File: src/rtl/mul_issue_scheduler_pkg.sv
// Shared types for the MUL reservation station: entry layout, FSM states, counter widths.
// Entry field widths are fixed here; the scheduler's XLEN/TAG_W parameters must match them.
package mul_sched_pkg;

  localparam int unsigned RS_XLEN  = 32;
  localparam int unsigned RS_TAG_W = 5;
  localparam int unsigned AGE_W    = 6;
  localparam int unsigned WDOG_W   = 8;

  typedef enum logic [1:0] {
    IDLE,
    ISSUE,
    WAIT,
    WB
  } sched_state_e;

  typedef struct packed {
    logic                valid;
    logic [RS_TAG_W-1:0] rd;
    logic                a_rdy;
    logic [RS_TAG_W-1:0] a_tag;
    logic [RS_XLEN-1:0]  a;
    logic                b_rdy;
    logic [RS_TAG_W-1:0] b_tag;
    logic [RS_XLEN-1:0]  b;
    logic [AGE_W-1:0]    age;
  } rs_entry_t;

  // x is older than y when x-y is negative modulo 2^AGE_W
  function automatic logic age_older(input logic [AGE_W-1:0] x, input logic [AGE_W-1:0] y);
    logic [AGE_W-1:0] d;
    d = x - y;
    return d[AGE_W-1];
  endfunction

endpackage

File: src/rtl/mul_issue_scheduler_picker.sv
// Combinational oldest-ready selection: one-hot grant to the ready entry with the oldest age.
module oldest_ready_picker
  import mul_sched_pkg::*;
#(
  parameter int unsigned NUM_ENTRIES = 4
) (
  input  logic [NUM_ENTRIES-1:0]            ready,
  input  logic [NUM_ENTRIES-1:0][AGE_W-1:0] ages,
  output logic [NUM_ENTRIES-1:0]            grant,
  output logic                              any_ready
);

  // Equal ages cannot occur among live entries; the index tie-break keeps grant one-hot regardless.
  always_comb begin
    grant = '0;
    for (int unsigned i = 0; i < NUM_ENTRIES; i++) begin
      grant[i] = ready[i];
      for (int unsigned j = 0; j < NUM_ENTRIES; j++) begin
        if (j != i && ready[j] &&
            (age_older(ages[j], ages[i]) || (ages[j] == ages[i] && j < i)))
          grant[i] = 1'b0;
      end
    end
  end

  assign any_ready = |ready;

endmodule

File: src/rtl/mul_issue_scheduler.sv
// Reservation station and issue controller for the non-pipelined multiplier:
// captures operands from the CDB, issues the oldest ready op, and holds its result for writeback.
module mul_issue_scheduler
  import mul_sched_pkg::*;
#(
  parameter int unsigned NUM_ENTRIES = 4,
  parameter int unsigned XLEN        = RS_XLEN,
  parameter int unsigned TAG_W       = RS_TAG_W,
  parameter int unsigned MUL_LATENCY = 6
) (
  input  logic                         clk,
  input  logic                         reset,
  input  logic                         flush,
  input  logic                         disp_valid,
  output logic                         disp_ready,
  input  logic [TAG_W-1:0]             disp_rd,
  input  logic                         disp_a_rdy,
  input  logic [TAG_W-1:0]             disp_a_tag,
  input  logic [XLEN-1:0]              disp_a,
  input  logic                         disp_b_rdy,
  input  logic [TAG_W-1:0]             disp_b_tag,
  input  logic [XLEN-1:0]              disp_b,
  input  logic                         cdb_valid,
  input  logic [TAG_W-1:0]             cdb_tag,
  input  logic [XLEN-1:0]              cdb_data,
  output logic                         mul_start,
  output logic [TAG_W-1:0]             mul_rd,
  output logic [XLEN-1:0]              mul_a,
  output logic [XLEN-1:0]              mul_b,
  input  logic                         mul_done,
  input  logic [XLEN-1:0]              mul_result,
  output logic                         wb_valid,
  input  logic                         wb_ready,
  output logic [TAG_W-1:0]             wb_rd,
  output logic [XLEN-1:0]              wb_data,
  output logic [$clog2(NUM_ENTRIES):0] occupancy,
  output logic                         timeout_err
);

  localparam int unsigned IDX_W = $clog2(NUM_ENTRIES);

  rs_entry_t                         entries     [NUM_ENTRIES];
  rs_entry_t                         entries_nxt [NUM_ENTRIES];
  rs_entry_t                         new_entry;
  rs_entry_t                         sel_entry;
  sched_state_e                      state, state_nxt;
  logic [NUM_ENTRIES-1:0]            ready_vec;
  logic [NUM_ENTRIES-1:0]            free_oh;
  logic [NUM_ENTRIES-1:0]            grant;
  logic [NUM_ENTRIES-1:0][AGE_W-1:0] ages;
  logic                              any_ready;
  logic                              found_free;
  logic                              dispatch_fire;
  logic                              issue_fire;
  logic                              done_fire;
  logic                              wb_fire;
  logic                              wdog_expire;
  logic [AGE_W-1:0]                  age_ctr;
  logic [WDOG_W-1:0]                 wdog;

  always_comb begin
    free_oh    = '0;
    found_free = 1'b0;
    occupancy  = '0;
    for (int unsigned i = 0; i < NUM_ENTRIES; i++) begin
      ready_vec[i] = entries[i].valid && entries[i].a_rdy && entries[i].b_rdy;
      ages[i]      = entries[i].age;
      occupancy    = occupancy + {{IDX_W{1'b0}}, entries[i].valid};
      if (!entries[i].valid && !found_free) begin
        free_oh[i] = 1'b1;
        found_free = 1'b1;
      end
    end
  end

  assign disp_ready    = found_free;
  assign dispatch_fire = disp_valid && disp_ready && !flush;

  oldest_ready_picker #(
    .NUM_ENTRIES(NUM_ENTRIES)
  ) u_picker (
    .ready    (ready_vec),
    .ages     (ages),
    .grant    (grant),
    .any_ready(any_ready)
  );

  // A dispatching operand whose producer is on the CDB this cycle is captured on write.
  always_comb begin
    new_entry       = '0;
    new_entry.valid = 1'b1;
    new_entry.rd    = disp_rd;
    new_entry.a_tag = disp_a_tag;
    new_entry.b_tag = disp_b_tag;
    new_entry.age   = age_ctr;
    new_entry.a_rdy = disp_a_rdy;
    new_entry.a     = disp_a;
    new_entry.b_rdy = disp_b_rdy;
    new_entry.b     = disp_b;
    if (!disp_a_rdy && cdb_valid && cdb_tag == disp_a_tag) begin
      new_entry.a_rdy = 1'b1;
      new_entry.a     = cdb_data;
    end
    if (!disp_b_rdy && cdb_valid && cdb_tag == disp_b_tag) begin
      new_entry.b_rdy = 1'b1;
      new_entry.b     = cdb_data;
    end
  end

  always_comb begin
    sel_entry = '0;
    for (int unsigned i = 0; i < NUM_ENTRIES; i++) begin
      if (grant[i])
        sel_entry = entries[i];
    end
  end

  // The issued entry is never the free one, so issue-clear and dispatch-write are disjoint.
  always_comb begin
    for (int unsigned i = 0; i < NUM_ENTRIES; i++) begin
      entries_nxt[i] = entries[i];
      if (entries[i].valid && !entries[i].a_rdy && cdb_valid && cdb_tag == entries[i].a_tag) begin
        entries_nxt[i].a_rdy = 1'b1;
        entries_nxt[i].a     = cdb_data;
      end
      if (entries[i].valid && !entries[i].b_rdy && cdb_valid && cdb_tag == entries[i].b_tag) begin
        entries_nxt[i].b_rdy = 1'b1;
        entries_nxt[i].b     = cdb_data;
      end
      if (issue_fire && grant[i])
        entries_nxt[i].valid = 1'b0;
      if (dispatch_fire && free_oh[i])
        entries_nxt[i] = new_entry;
      if (flush)
        entries_nxt[i].valid = 1'b0;
    end
  end

  always_ff @(posedge clk or posedge reset) begin
    if (reset) begin
      for (int unsigned i = 0; i < NUM_ENTRIES; i++)
        entries[i] <= '0;
    end else begin
      for (int unsigned i = 0; i < NUM_ENTRIES; i++)
        entries[i] <= entries_nxt[i];
    end
  end

  always_ff @(posedge clk or posedge reset) begin
    if (reset)
      state <= IDLE;
    else
      state <= state_nxt;
  end

  always_comb begin
    state_nxt   = state;
    mul_start   = 1'b0;
    issue_fire  = 1'b0;
    done_fire   = 1'b0;
    wb_fire     = 1'b0;
    wdog_expire = 1'b0;
    case (state)
      IDLE: begin
        if (any_ready) begin
          issue_fire = 1'b1;
          state_nxt  = ISSUE;
        end
      end
      ISSUE: begin
        mul_start = 1'b1;
        state_nxt = WAIT;
      end
      WAIT: begin
        if (mul_done) begin
          done_fire = 1'b1;
          state_nxt = WB;
        end else if (wdog == '0) begin
          wdog_expire = 1'b1;
          state_nxt   = IDLE;
        end
      end
      WB: begin
        if (wb_ready) begin
          wb_fire   = 1'b1;
          state_nxt = IDLE;
        end
      end
      default: state_nxt = IDLE;
    endcase
    if (flush) begin
      state_nxt   = IDLE;
      issue_fire  = 1'b0;
      done_fire   = 1'b0;
      wb_fire     = 1'b0;
      wdog_expire = 1'b0;
    end
  end

  always_ff @(posedge clk or posedge reset) begin
    if (reset) begin
      age_ctr     <= '0;
      wdog        <= '0;
      mul_rd      <= '0;
      mul_a       <= '0;
      mul_b       <= '0;
      wb_valid    <= 1'b0;
      wb_rd       <= '0;
      wb_data     <= '0;
      timeout_err <= 1'b0;
    end else begin
      if (dispatch_fire)
        age_ctr <= age_ctr + AGE_W'(1);
      if (issue_fire) begin
        mul_rd <= sel_entry.rd;
        mul_a  <= sel_entry.a;
        mul_b  <= sel_entry.b;
      end
      if (state == ISSUE)
        wdog <= WDOG_W'(MUL_LATENCY + 2);
      else if (state == WAIT && wdog != '0)
        wdog <= wdog - WDOG_W'(1);
      if (done_fire) begin
        wb_valid <= 1'b1;
        wb_rd    <= mul_rd;
        wb_data  <= mul_result;
      end
      if (wb_fire || flush)
        wb_valid <= 1'b0;
      if (wdog_expire)
        timeout_err <= 1'b1;
    end
  end

endmodule

File: config.mk
export PLATFORM = sky130hd
export DESIGN_NAME = mul_issue_scheduler
export DESIGN_NICKNAME = d
export VERILOG_FILES = /design/src/rtl/mul_issue_scheduler_pkg.sv /design/src/rtl/mul_issue_scheduler_picker.sv /design/src/rtl/mul_issue_scheduler.sv
export SDC_FILE = /design/constraint.sdc
export NUM_CORES = 1
export LEC_CHECK = 0
export BUFFER_PORTS_ARGS = -buffer_cell sky130_fd_sc_hd__buf_2
export CAP_MARGIN = 20
export CORE_UTILIZATION = 59
export DETAILED_ROUTE_END_ITERATION = 7
export GPL_TIMING_DRIVEN = 0
export HOLD_SLACK_MARGIN = 0.08
export PLACE_DENSITY = 0.8
export SYNTH_ARGS = -nofsm -noshare
export SYNTH_HDL_FRONTEND = slang
export SYNTH_SLANG_ARGS = --single-unit
File: constraint.sdc
create_clock -name clk -period 16 [get_ports clk]
set_input_delay 0.8 -clock clk [delete_from_list [all_inputs] [get_ports clk]]
set_output_delay 0.8 -clock clk [all_outputs]
set_load 0.01 [all_outputs]
==> results.py <==
metrics = {
    "run_status": {
        "status": "complete, no violations",
    },
    "pwr": {
        "p_sw_w": 0.00141,
        "power_frac_clock_pct": 29.1,
        "irDropWorstVdd_v": 0.000126,
        "power_density_nw_per_um2": 155,
        "p_leak_nw": 12.7,
        "swShare_pct": 33.5,
        "p_comb_share_pct": 27.8,
        "p_seq_share_pct": 43.1,
        "finalPower_w": 0.00421,
        "power.internal_w": 0.00280,
    },
    "clocking": {
        "clk_pin_slew_ns": 0.06,
        "cts_setup_buffers": 0,
        "cts_hold_buffers": 0,
        "cts_tree": "built",
        "clk_path_buf_depth": 3,
        "htree_levels": 2,
        "clockRootBuffer": "clkbuf_16",
        "clock_latency_ns": 0.61,
        "cts_made_buffers": 51,
        "cts_resized": 0,
        "cts.sinks": 476,
    },
    "logic_synthesis": {
        "ys_seq_elements": 476,
        "ys_async_sr_fraction_pct": 100,
        "synth_nets": 2688,
        "synth_edf_count": 0,
        "synth_cells": 2465,
        "ys_types": 58,
        "syn-cell-area_um2": 23500,
        "syn_avg_cell_area_um2": 9.54,
        "yosysWarningCount": 0,
        "yosys_most_used_dff": "dfrtp_1",
        "ys_seq_area_share_pct": 50.7,
    },
    "route": {
        "m1WireLength_um": 30500,
        "drtPass1Iterations": 5,
        "ant_nets": 0,
        "met3WireLength_um": 9540,
        "vias": 21900,
        "detail_route.wl_per_cell_um": 24.3,
        "via_per_inst": 6.59,
        "drcViolationCount": 0,
        "drtIter0Drc": 2696,
        "wl_met2_um": 36200,
        "dr.max_layer_used": "met5",
        "routed_wirelength_um": 80700,
    },
    "cells_and_area": {
        "fillers": 3015,
        "drive_gt1_share_pct": 17.4,
        "nNetsFinal": 2981,
        "syn2layout_area_growth_pct": 15.6,
        "multi_input_area_um2": 10500,
        "fin_cells": 3325,
        "regArea_um2": 11900,
        "final_util_pct": 69.7,
    },
    "sta": {
        "setup_viol": 0,
        "whs_ns": 0.399,
        "hold_viol": 0,
        "tns_ns": 0,
        "post-route-period-util_pct": 26.9,
        "fmax_mhz": 232,
        "slew_headroom_pct": 22.8,
        "final_max_slew_viol_count": 0,
        "worst_pin_slew_ns": 1.15,
        "skew_ns": 0.0228,
        "period_minus_slack_ns": 4.30,
        "rsz0062_at_grt": "false",
    },
    "die": {
        "io_pins": 270,
        "die_w_um": 202,
        "start_util_pct": 60.3,
        "fp-row-count": 72,
        "dieArea_um2": 40600,
        "coreArea_um2": 39000,
        "die_h_um": 202,
    },
    "setup_path": {
        "cp-end-kind": "flop",
        "cp-startpoint": "ages[9]$_DFFE_PP0P_",
        "cp_max_fo": 10,
        "worstPathRequired_ns": 16.45,
        "timing.rr.start": "ages[9]$_DFFE_PP0P_",
        "startpoint_type": "flop",
        "worstReg2RegEnd": "mul_b[8]$_DFFE_PP0P_",
        "rr_worst_depth": 11,
        "critPathArrivalTime_ns": 4.75,
        "path_class": "reg -> reg",
        "rrSetupSlack_ns": 11.70,
    },
    "placement": {
        "dpl.hpwl_um": 55300,
        "dp_cells": 3222,
        "port_buffers": 234,
        "globalplace.congestion": 0.951,
    },
    "global_route": {
        "antenna_found_initial": 12,
        "grt.overflow.total": 0,
        "grt_pass1_wl_um": 125000,
        "first_global_vias": 21800,
        "grt_usage_pct": 39.8,
        "grt_max_degree": 136,
    },
    "job": {
        "drv_cap": 0,
    },
    "min_path": {
        "hp-class": "in -> async",
    },
}
==> flip-flops by register name (all words and copies together), names as in the netlist <==
| name | cells |
|---|---|
| wdog | 8 |
| mul_rd | 5 |
| state | 2 |
| timeout_err | 1 |
| entries | 328 |
| wb_valid | 1 |
| wb_rd | 5 |
| mul_a | 32 |
| mul_b | 32 |
| age_ctr | 6 |
| wb_data | 32 |
| ages | 24 |
==> layout by cell type (no fill, tap or decap), drive strengths merged, types with 41 or more instances in the layout <==
| master | n |
|---|---|
| nor2 | 607 |
| dfrtp | 476 |
| buf | 291 |
| o22ai | 257 |
| clkbuf | 244 |
| nand2 | 103 |
| mux2 | 85 |
| nor2b | 79 |
| a31oi | 72 |
| o31ai | 72 |
| nor4b | 70 |
| a311oi | 70 |
| ha | 65 |
| xnor2 | 41 |
| inv | 41 |
==> power groups by stage <==
stage          clock, W  combinational (W)  sequential, W
2_1_floorplan         0           0.000708        0.00181
3_3_place_gp          0            0.00110        0.00180
3_5_place_dp          0            0.00115        0.00181
4_1_cts         0.00122            0.00116        0.00180
5_1_grt         0.00127            0.00129        0.00185
6_report        0.00122            0.00117        0.00181
==> synth_stat cells (3+ instances only) <==
library cell	number	area [µm²]
nor2_1	607	2280
dfrtp_1	476	11900
o22ai_1	257	1610
clkbuf_1	135	507
nand2_1	103	387
mux2_2	85	957
nor2b_1	79	494
a31oi_1	72	450
o31ai_1	71	533
a311oi_1	70	613
nor4b_1	69	604
ha_1	65	813
xnor2_1	41	359
inv_1	40	150
o21ai_0	34	170
clkbuf_2	31	155
a21oi_1	30	150
buf_2	30	150
xor2_1	22	193
buf_1	15	56.3
nand3_1	14	70.1
and3_1	13	81.3
nand4_1	13	81.3
a21o_1	9	67.6
or4_1	8	60.1
buf_4	7	52.6
nor4_1	7	43.8
a21boi_1	6	45.0
nand2b_1	5	31.3
a22oi_1	4	30.0
nor3_1	4	20.0
or2_2	4	25.0
a211oi_1	3	22.5
a31o_2	3	26.3
mux2i_1	3	30.0
o2111ai_1	3	26.3
==> worst max-delay path by stage <==
stage,slack [ns],to
after floorplan,1.92,age_ctr[0]$_DFFE_PP0P_
after global placement,-2.83,entries[13]$_DFFE_PP0P_
after detailed placement,11.67,mul_b[17]$_DFFE_PP0P_
after CTS,11.67,mul_b[16]$_DFFE_PP0P_
after global routing,11.64,mul_b[8]$_DFFE_PP0P_
final,11.70,mul_b[8]$_DFFE_PP0P_
==> worst max-delay path: stages, from the launching register on <==
cell      delay (ns)
dfrtp_1         0.41
inv_1           0.14
ha_1            0.34
and3_1          0.27
o21ai_0         0.15
and3_1          0.22
o31ai_2         0.94
clkbuf_1        0.53
buf_1           0.47
nor4b_1         0.11
a311oi_1        0.43
o31ai_1         0.15
==> final cells by class <==
cell class / instances / area share (%)
flip-flops and latches: 476 / 43.8
multi-input cells: 1731 / 38.8
clock buffers: 77 / 5.50
repair buffers: 240 / 4.71
plain buffers: 218 / 3.39
well taps: 518 / 2.38
clock inverters: 15 / 0.773
inverters: 40 / 0.580
diodes: 10 / 0.0921
==> metrics by stage <==
| stage | setup slack [ns] | instance area [µm²] |
|---|---|---|
| floorplan | 1.92 | 23500 |
| global placement | -2.83 | 25300 |
| detailed placement | 11.67 | 25400 |
| CTS | 11.67 | 27100 |
| global route | 11.64 | 27200 |
| finish | 11.70 | 27200 |
==> kinds of logic (layout without fill, tap and decap cells) <==
| kind of cell | after synthesis | in the layout | synth area share, % |
|---|---|---|---|
| compound gates | 577 | 577 | 16.5 |
| xor+xnor | 63 | 63 | 2.35 |
| fa+ha+maj | 66 | 66 | 3.54 |
| buf+inv | 258 | 590 | 4.56 |
| flops | 476 | 476 | 50.7 |
| mux | 88 | 88 | 4.20 |
| other cells | 0 | 10 | 0 |
| simple gates | 937 | 937 | 18.2 |
==> layer usage <==
| layer | vias to the layer above | global-route usage (%) |
|---|---|---|
| li1 | 9392 | - |
| met1 | 10600 | 51.6 |
| met2 | 1553 | 60.8 |
| met3 | 319 | 10.0 |
| met4 | 4 | 22.9 |
| met5 | - | 0 |
(Power assumes the default switching activity.)
